**config.mk**
```make
export PLATFORM = sky130hd
export DESIGN_NAME = seq_array_multiplier
export DESIGN_NICKNAME = d
export VERILOG_FILES = /design/src/rtl/seq_array_multiplier.sv
export SDC_FILE = /design/constraint.sdc
export NUM_CORES = 1
export LEC_CHECK = 0
export CORE_MARGIN = 3
export CORE_UTILIZATION = 56
export DETAILED_ROUTE_END_ITERATION = 8
export GPL_TIMING_DRIVEN = 0
export PLACE_DENSITY = 0.84
export SYNTH_ARGS = -nofsm -noshare
export SYNTH_HDL_FRONTEND = slang
export SYNTH_SLANG_ARGS = --single-unit
```
**constraint.sdc**
```tcl
create_clock -name clk -period 3.8 [get_ports clk]
set_input_delay 0.38 -clock clk [delete_from_list [all_inputs] [get_ports clk]]
set_output_delay 0.38 -clock clk [all_outputs]
set_load 0.05 [all_outputs]
```
**src/rtl/seq_array_multiplier.sv**
```systemverilog
// ---------------------------------------------------------------------------
// seq_array_multiplier
//
// Iterative shift-add multiplier. Each clock adds one partial-product row, so
// a WIDTH x WIDTH product is ready WIDTH cycles after the operands are
// accepted. Operands enter through one valid/ready handshake and the
// 2*WIDTH-bit product leaves through a second one.
//
// Compile-time option:
//   MULT_SIGNED_EN  - when defined, sgn selects two's-complement operation
//                     for each operation. The core multiplies magnitudes and
//                     negates the result at the end. When undefined, sgn is
//                     ignored and every operation is unsigned.
//
// Ports:
//   clk        rising-edge clock
//   rst_n      asynchronous active-low reset
//   in_valid   operand request
//   in_ready   block can accept operands this cycle
//   a, b       multiplicand / multiplier (WIDTH bits)
//   sgn        1 = signed operation (only with MULT_SIGNED_EN)
//   out_valid  p holds a valid product
//   out_ready  consumer accepts p this cycle
//   p          product (2*WIDTH bits)
//   busy       high while iterating
// ---------------------------------------------------------------------------
module seq_array_multiplier #(
    parameter int WIDTH = 8
) (
    input  logic                 clk,
    input  logic                 rst_n,
    input  logic                 in_valid,
    output logic                 in_ready,
    input  logic [WIDTH-1:0]     a,
    input  logic [WIDTH-1:0]     b,
    input  logic                 sgn,
    output logic                 out_valid,
    input  logic                 out_ready,
    output logic [2*WIDTH-1:0]   p,
    output logic                 busy
);

    localparam int PW = 2 * WIDTH;
    localparam int CW = (WIDTH > 2) ? $clog2(WIDTH) : 1;

    typedef enum logic [1:0] {
        IDLE = 2'd0,
        RUN  = 2'd1,
        DONE = 2'd2
    } state_t;

    state_t            state_reg;
    state_t            state_next;

    logic [PW-1:0]     prod_reg;
    logic [PW-1:0]     prod_next;
    logic [PW-1:0]     p_reg;
    logic [PW-1:0]     p_load;
    logic [WIDTH-1:0]  mcand_reg;
    logic [WIDTH-1:0]  a_mag;
    logic [WIDTH-1:0]  b_mag;
    logic [WIDTH:0]    sum;
    logic [CW-1:0]     cnt_reg;
    logic              busy_reg;
    logic              accept;
    logic              last_step;

`ifdef MULT_SIGNED_EN
    logic              neg_reg;
    logic              neg_in;

    // Work on magnitudes. |-2^(W-1)| = 2^(W-1) still fits unsigned in WIDTH bits.
    assign neg_in = sgn & (a[WIDTH-1] ^ b[WIDTH-1]);
    assign a_mag  = (sgn & a[WIDTH-1]) ? (~a + WIDTH'(1)) : a;
    assign b_mag  = (sgn & b[WIDTH-1]) ? (~b + WIDTH'(1)) : b;
    assign p_load = neg_reg ? (~prod_next + PW'(1)) : prod_next;
`else
    logic              unused_sgn;

    assign unused_sgn = sgn;
    assign a_mag      = a;
    assign b_mag      = b;
    assign p_load     = prod_next;
`endif

    // One row per clock. The upper half gains mcand when the current
    // multiplier bit (LSB) is set. The carry is kept in bit WIDTH of sum so
    // the right shift brings it into the top of the product.
    assign sum       = {1'b0, prod_reg[PW-1:WIDTH]}
                     + (prod_reg[0] ? {1'b0, mcand_reg} : {(WIDTH+1){1'b0}});
    assign prod_next = {sum, prod_reg[WIDTH-1:1]};
    assign last_step = (cnt_reg == '0);
    assign accept    = in_valid & in_ready;

    // -----------------------------------------------------------------------
    // Control FSM
    // -----------------------------------------------------------------------
    always_ff @(posedge clk or negedge rst_n) begin
        if (!rst_n) begin
            state_reg <= IDLE;
        end else begin
            state_reg <= state_next;
        end
    end

    always_comb begin
        state_next = state_reg;
        in_ready   = 1'b0;
        out_valid  = 1'b0;
        case (state_reg)
            IDLE: begin
                in_ready = 1'b1;
                if (in_valid) begin
                    state_next = RUN;
                end
            end
            RUN: begin
                // in_valid is ignored here because in_ready stays low.
                if (last_step) begin
                    state_next = DONE;
                end
            end
            DONE: begin
                out_valid = 1'b1;
                // The result slot frees up on the same edge that it is
                // consumed, so a new operation can overlap the handshake.
                in_ready  = out_ready;
                if (out_ready) begin
                    state_next = in_valid ? RUN : IDLE;
                end
            end
            default: begin
                state_next = IDLE;
            end
        endcase
    end

    // -----------------------------------------------------------------------
    // Datapath
    // -----------------------------------------------------------------------
    always_ff @(posedge clk or negedge rst_n) begin
        if (!rst_n) begin
            prod_reg  <= '0;
            mcand_reg <= '0;
            cnt_reg   <= '0;
            p_reg     <= '0;
            busy_reg  <= 1'b0;
`ifdef MULT_SIGNED_EN
            neg_reg   <= 1'b0;
`endif
        end else if (accept) begin
            mcand_reg <= a_mag;
            prod_reg  <= {{WIDTH{1'b0}}, b_mag};
            cnt_reg   <= CW'(WIDTH - 1);
            busy_reg  <= 1'b1;
`ifdef MULT_SIGNED_EN
            neg_reg   <= neg_in;
`endif
        end else if (state_reg == RUN) begin
            prod_reg <= prod_next;
            if (last_step) begin
                // p only changes here, so it stays stable through DONE.
                p_reg    <= p_load;
                busy_reg <= 1'b0;
            end else begin
                cnt_reg  <= cnt_reg - CW'(1);
            end
        end
    end

    assign p    = p_reg;
    assign busy = busy_reg;

endmodule
```
==> PnR_summary.wiki, run 1 <==
{| class="wikitable"
! Metric !! Value
|-
| Total number of vias || approximately 1800
|-
| Run status || complete, no violations
|-
| Synthesized flop and latch total || 46
|-
| Measured slew at the worst slew-check pin || 0.4973 ns
|-
| Post-CTS repair timing setup buffer count || 0
|-
| Total detailed-routing wirelength || about 4.4 mm
|-
| Accumulated negative setup slack || 0 ns
|-
| Total number of placement rows || 22
|-
| Aggregate global routing overflow || 0
|-
| Dpl ws || roughly 1.5 ns
|-
| Worst-case register-to-register setup slack || 1.59 ns
|-
| Data arrival time of the worst path || 1.90 ns
|-
| Fraction of synthesis flops using an asynchronous set or reset pin || 100.0%
|-
| Worst clock skew || roughly 0.0045 ns
|-
| Final period util || roughly three fifths
|-
| Critical-path maximum fanout || 4
|-
| CTS hold repair buffers || 0
|-
| Period minus WS final || 2.277 ns
|-
| Worst reg2reg endpoint || prod_reg[13]
|-
| Library cell used as clock root buffer || sky130_fd_sc_hd__clkbuf_8
|-
| Sort of element at the start of the critical path || input pin
|-
| Buffer levels on the longest clock path || 2
|-
| Via density per instance || 5.237
|-
| Worst min-delay path category || input pin to async pin
|-
| Reg area || between 1000 and 1500 µm²
|-
| Total track usage || 19.88%
|-
| Die Footprint || 4784 µm²
|-
| TritonCTS clock tree || built
|-
| Average instance area after synthesis || 9.196 µm²
|-
| Layout cells sized above 1 || 7.586%
|-
| Number of H-tree levels || 2
|-
| Initial core utilization || about three fifths
|-
| Vertical die dimension || 69.17 µm
|-
| Final weighted congestion in routability-driven placement || 0.8425
|-
| Number of warnings issued by yosys || 0
|-
| Finished Cell Area || between 2000 and 3000 µm²
|-
| DRC violations left || 0
|-
| Number of hold-slack violations in the final timing report || 0
|-
| Worst slew margin || 66.74%
|-
| Number of global-route vias before repair || ~1800
|-
| Floorplan Core Area || 3744 µm²
|-
| Filler instances || 289
|-
| Post-detailed-placement half-perimeter wirelength || approximately 3.4 mm
|-
| Maximum number of pins on one net before global-route repair || 28
|-
| Iteration-0 DRC Markers || 131
|-
| Netlist cell types || 35
|-
| Power density normalized to cell area || 897.6 nW/µm²
|-
| Crit Path Class || input pin to output pin
|-
| First-pass GRT wire length || 7.741 mm
|-
| Post-CTS Resized || 0
|-
| Post-synth design cell area || 2235 µm²
|-
| Final Setup Violations || 0
|-
| Max Slew Vio Count || 0
|-
| EDFF count, synth || 0
|-
| Number of instances in the synthesized netlist || around 240
|-
| Area occupied by multi-input gates || 999.7 µm²
|-
| Worst-case reg-to-reg path depth || 7
|-
| Placed instance area || about 2700 µm²
|-
| # IOs || 40
|-
| Standby leakage power || 1.343 nW
|-
| Fmax achieved || between 0.4 and 0.5 GHz
|-
| Critical path capture point type || output pin
|-
| CTS clk-pin slew, worst paths || 0.08 ns
|-
| Port Buf Inserts || 38
|-
| Antenna violations before repair || 0
|-
| Final worst-path setup slack || 1.523 ns
|-
| Launching point of the worst reg2reg path || prod_reg[0]
|-
| Total inserted antenna cells || 0
|-
| Clk Latency, worst-skew pair || 0.30 ns
|-
| Sequential-to-total area share from yosys stat || roughly 52%
|-
| Unrepaired setup endpoints after global routing || no
|-
| Syn_nets || 275
|-
| Endpoint required time on the critical path || 3.42 ns
|-
| Signed area change from the synthesized netlist to the final layout || 25.31%
|-
| Maximum resistive drop on vdd || between 400 and 500 µV
|-
| Overall die width || 69.17 µm
|-
| ANT nets after route || 0
|-
| # clock sinks || 46
|-
| Most used flip-flop cell after synthesis || sky130_fd_sc_hd__dfrtp_1
|-
| CTS buffer count || 5
|-
| MaxCap Viol Count || 0
|-
| Nets@finish || 321
|-
| 1st-pass router iterations || 4
|-
| Routed wire per std cell || 13.06 µm
|}
[worst max-delay path, cell delays in order]
cell and delay (ns):
sky130_fd_sc_hd__clkdlybuf4s50_1 0.55, sky130_fd_sc_hd__o21a_1 0.16, sky130_fd_sc_hd__clkdlybuf4s50_1 0.81
[power by group]
part           switching, W  leakage [nW]  total [W]  internal, W
logic              0.000824         0.720    0.00131     0.000486
clock network      0.000158        0.0514   0.000354     0.000196
registers          0.000138         0.571   0.000850     0.000711
[cell usage after synthesis, types with 2 or more instances]
cell                       instances  area share (%)
sky130_fd_sc_hd__clkbuf_1          5            0.84
sky130_fd_sc_hd__nor3_1            4            0.90
sky130_fd_sc_hd__nand2_1          85              14
sky130_fd_sc_hd__a21oi_1           5             1.1
sky130_fd_sc_hd__buf_2             4            0.90
sky130_fd_sc_hd__nand3_1           7             1.6
sky130_fd_sc_hd__ha_1             10             5.6
sky130_fd_sc_hd__nor2_1           11             1.8
sky130_fd_sc_hd__xnor2_1           4             1.6
sky130_fd_sc_hd__o21ai_0           7             1.6
sky130_fd_sc_hd__o31ai_1           5             1.7
sky130_fd_sc_hd__and2_1            8             2.2
sky130_fd_sc_hd__inv_1             6             1.0
sky130_fd_sc_hd__o21a_1            3             1.0
sky130_fd_sc_hd__o21ai_1           3            0.67
sky130_fd_sc_hd__dfrtp_1          46              52
sky130_fd_sc_hd__a21o_1            2            0.67
sky130_fd_sc_hd__a31oi_1           8             2.2
sky130_fd_sc_hd__buf_6             2             1.0
sky130_fd_sc_hd__o21ai_2           3             1.2
[metrics by stage]
stage          std cells  util [%]  total power (W)  hold WS (ns)
2_1_floorplan        243         -         0.001793       0.08441
3_3_place_gp         329     71.46         0.002123        0.4517
3_5_place_dp         330     71.86         0.002174        0.3502
4_1_cts              338     74.80         0.002531       0.03017
5_1_grt              338     74.80         0.002704       0.04490
6_report             338     74.80         0.002513       0.01905
[area by class of cell]
type,count,area share [%]
sequential,46,41.11
timing repair buffer,39,14.12
clock inverter,2,1.340
multi-input combinational,180,35.70
clock buffer,6,2.592
tap,48,2.145
buffer,11,2.189
inverter,6,0.8043
[kinds of logic after synthesis]
kind of cell / count (synthesis) / synth area share [%]
AOI/OAI and AO/OA: 44 / 13.72
xor gates and xnor gates: 5 / 1.960
adders and majority gates: 11 / 6.495
buffers and inverters: 17 / 3.751
DFF: 46 / 51.51
muxes: 1 / 0.4479
and+or+nand+nor: 119 / 22.12
[worst max-delay path by stage]
stage	startpoint	end	slack (ns)	cells after the start
after detailed placement	out_ready	in_ready	1.53	3
final	out_ready	in_ready	1.52	3
after global placement	rst_n	state_reg[1]	1.15	1
after CTS	out_ready	in_ready	1.53	3
after global routing	out_ready	in_ready	1.47	3
after floorplan	prod_reg[0]	p[13]	1.84	7
[layer usage]
metal  part of all wire (%)  vias up  wire length, µm  track usage [%]
li1                       -      901                -                -
met1                     47      816             2072            26.76
met2                     46       44             2038            31.57
met3                    4.8        9              211            3.478
met4                    2.1        0               91            8.894
met5                      0        -                0                0
[cell usage in the layout, fill, tap and decap left out, types with 3 or more instances in the layout]
| master | count |
|---|---|
| sky130_fd_sc_hd__buf_2 | 5 |
| sky130_fd_sc_hd__o31ai_1 | 5 |
| sky130_fd_sc_hd__ha_1 | 10 |
| sky130_fd_sc_hd__a21oi_1 | 5 |
| sky130_fd_sc_hd__o21ai_2 | 3 |
| sky130_fd_sc_hd__clkdlybuf4s50_1 | 37 |
| sky130_fd_sc_hd__and2_1 | 8 |
| sky130_fd_sc_hd__dfrtp_1 | 46 |
| sky130_fd_sc_hd__o21ai_0 | 7 |
| sky130_fd_sc_hd__o21a_1 | 3 |
| sky130_fd_sc_hd__nor2_1 | 11 |
| sky130_fd_sc_hd__clkbuf_8 | 5 |
| sky130_fd_sc_hd__xnor2_1 | 4 |
| sky130_fd_sc_hd__a31oi_1 | 8 |
| sky130_fd_sc_hd__nand3_1 | 7 |
| sky130_fd_sc_hd__nand2_1 | 85 |
| sky130_fd_sc_hd__o21ai_1 | 3 |
| sky130_fd_sc_hd__nor3_1 | 4 |
| sky130_fd_sc_hd__clkbuf_1 | 6 |
| sky130_fd_sc_hd__inv_1 | 6 |
No activity file was read; power rests on OpenSTA's default activity.
==> run 2: changes to the inputs <==
--- a/config.mk
+++ b/config.mk
@@ -6,10 +6,10 @@
 export NUM_CORES = 1
 export LEC_CHECK = 0
 export CORE_MARGIN = 3
-export CORE_UTILIZATION = 56
+export CORE_UTILIZATION = 47
 export DETAILED_ROUTE_END_ITERATION = 8
 export GPL_TIMING_DRIVEN = 0
-export PLACE_DENSITY = 0.84
+export PLACE_DENSITY = 0.75
 export SYNTH_ARGS = -nofsm -noshare
 export SYNTH_HDL_FRONTEND = slang
 export SYNTH_SLANG_ARGS = --single-unit
==> constraint.sdc (replaced) <==
create_clock -name clk -period 1.85 [get_ports clk]
set_input_delay 0.185 -clock clk [delete_from_list [all_inputs] [get_ports clk]]
set_output_delay 0.185 -clock clk [all_outputs]
set_load 0.05 [all_outputs]
==> PnR_summary.wiki, run 2 (same netlist as run 1, synthesis figures left out) <==
{| class="wikitable"
! Metric !! Value
|-
| Run status || complete, but fails checks
|-
| Failing checks || negative setup slack
|-
| Final weighted congestion in routability-driven placement || 0.8482
|-
| Total track usage || 19.52%
|-
| Iteration-0 DRC Markers || 175
|-
| Floorplan Core Area || roughly 4500 µm²
|-
| Endpoint required time on the critical path || 2.04 ns
|-
| Antenna violations before repair || 0
|-
| Number of H-tree levels || 2
|-
| Signed area change from the synthesized netlist to the final layout || 36.90%
|-
| Final worst-path setup slack || -0.1639 ns
|-
| First-pass GRT wire length || 8.238 mm
|-
| Standby leakage power || 1.419 nW
|-
| Post-detailed-placement half-perimeter wirelength || 3.486 mm
|-
| Nets@finish || 331
|-
| MaxCap Viol Count || 0
|-
| Total inserted antenna cells || 0
|-
| Commonest cells after routing, fill and taps aside || sky130_fd_sc_hd__nand2_1, sky130_fd_sc_hd__dfrtp_1, sky130_fd_sc_hd__clkdlybuf4s50_1
|-
| Placed cells || about 330
|-
| Delay contributed by the slowest stage of the critical path || 0.44 ns
|-
| Final period util || 108.9%
|-
| Max Slew Vio Count || 0
|-
| Worst slew margin || 65.62%
|-
| Data arrival time of the worst path || 2.20 ns
|-
| Commonest non-fill, non-tap cell in the layout || sky130_fd_sc_hd__nand2_1
|-
| Maximum number of pins on one net before global-route repair || 29
|-
| Worst min-delay path category || input pin to async pin
|-
| Buffers and inverters on the worst path || 0
|-
| Critical Path Slowest Stage Cell || sky130_fd_sc_hd__dfrtp_2
|-
| Unrepaired setup endpoints after global routing || yes
|-
| Total number of placement rows || 24
|-
| DRC violations left || 0
|-
| Vertical die dimension || 74.96 µm
|-
| Routed wire per std cell || 15.49 µm
|-
| CTS buffer count || 5
|-
| Buffer levels on the longest clock path || 2
|-
| Total detailed-routing wirelength || between 5 and 6 mm
|-
| Launching point of the worst reg2reg path || prod_reg[0]
|-
| Worst clock skew || between 0.008 and 0.009 ns
|-
| 1st-pass router iterations || 4
|-
| Clk Latency, worst-skew pair || 0.31 ns
|-
| Crit Path Class || register to register
|-
| TritonCTS clock tree || built
|-
| Total number of vias || 1902
|-
| Measured slew at the worst slew-check pin || slightly above 0.5 ns
|-
| Dpl ws || -0.2533 ns
|-
| # IOs || 40
|-
| Power density normalized to cell area || 1931 nW/µm²
|-
| # clock sinks || 46
|-
| Via density per instance || 5.403
|-
| ANT nets after route || 0
|-
| Crit path max-delay family || compound AO/OA/AOI/OAI gates
|-
| Port Buf Inserts || 38
|-
| Number of hold-slack violations in the final timing report || 0
|-
| Number of standard cells in the layout, taps in and fillers out || 352
|-
| Aggregate global routing overflow || 0
|-
| Initial core utilization || 49.94%
|-
| Cell-by-cell trace of the critical path || and2_4, ha_4, fa_2, a21o_1, a221oi_2, o21ba_2, o21ai_1
|-
| Critical-path maximum fanout || 4
|-
| Worst-case reg-to-reg path depth || 7
|-
| Maximum resistive drop on vdd || 763.6 µV
|-
| Number of global-route vias before repair || 1777
|-
| Overall die width || between 70 and 80 µm
|-
| Worst-case register-to-register setup slack || -0.16 ns
|-
| Period minus WS final || 2.014 ns
|-
| Final Setup Violations || 12
|-
| Critical path capture point type || register
|-
| Fmax achieved || 0.4966 GHz
|-
| CTS clk-pin slew, worst paths || around 0.080 ns
|-
| Library cell used as clock root buffer || sky130_fd_sc_hd__clkbuf_8
|-
| Layout cells sized above 1 || 18.33%
|-
| Worst reg2reg endpoint || p[15]
|-
| Sort of element at the start of the critical path || register
|-
| Die Footprint || approximately 5600 µm²
|}
-- run 2: layer usage --
layer  track usage [%]  wire (µm)
met5                 0          0
met4             6.917         85
met3             4.272        233
met2             31.53       2700
met1             25.94       2433
-- run 2: area by class of cell --
| cell class | instances | area [µm²] |
|---|---|---|
| Clock inverter | 3 | 40.04 |
| Timing Repair Buffer | 49 | 488.0 |
| Buffer | 11 | 61.31 |
| Sequential cell | 46 | 1152 |
| Multi-Input combinational cell | 180 | 1161 |
| Tap cell | 52 | 65.06 |
| Clock buffer | 5 | 68.82 |
| Fill cell | 353 | 1415 |
| Inverter | 6 | 22.52 |
-- run 2: what timing repair did --
item / 4_1_cts / 5_1_grt
endpoints found under the hold margin: 18 / 0
gates resized for setup: 10 / 21
setup endpoints to repair: 13 / 13
buffers inserted: 5 / 4
hold buffers: 1 / 0
pin swaps: 10 / 13
-- run 2: where the power goes --
group          internal (W)  leakage (nW)  switching (W)
registers           0.00146         0.570       0.000318
clock network      0.000398        0.0579       0.000343
logic               0.00139         0.791        0.00199
total               0.00325          1.42        0.00265
-- run 2: metrics by stage --
step / setup TNS [ns] / hold slack (ns) / power [W] / utilization (%) / cell area (µm²)
finish: -1.366 / 0.3691 / 0.005908 / 68.37 / 3059
global route: -2.086 / 0.4056 / 0.006273 / 68.37 / 3059
CTS: -0.7571 / 0.3700 / 0.005382 / 64.65 / 2893
detailed placement: -1.611 / 0.1658 / 0.004491 / 60.35 / 2700
global placement: -31.44 / 0.4515 / 0.004388 / 60.01 / 2685
floorplan: -0.1018 / -0.1106 / 0.003692 / - / 2240
-- run 2: worst max-delay path by stage --
stage / start / to / slack [ns] / depth (start not counted)
after floorplan: prod_reg[0] / p[13] / -0.03 / 7
final: prod_reg[0] / p[15] / -0.16 / 7
after global routing: prod_reg[0] / prod_reg[13] / -0.23 / 7
after global placement: rst_n / p[11] / -0.66 / 1
after detailed placement: prod_reg[0] / prod_reg[15] / -0.25 / 7
after CTS: prod_reg[0] / prod_reg[13] / -0.14 / 7
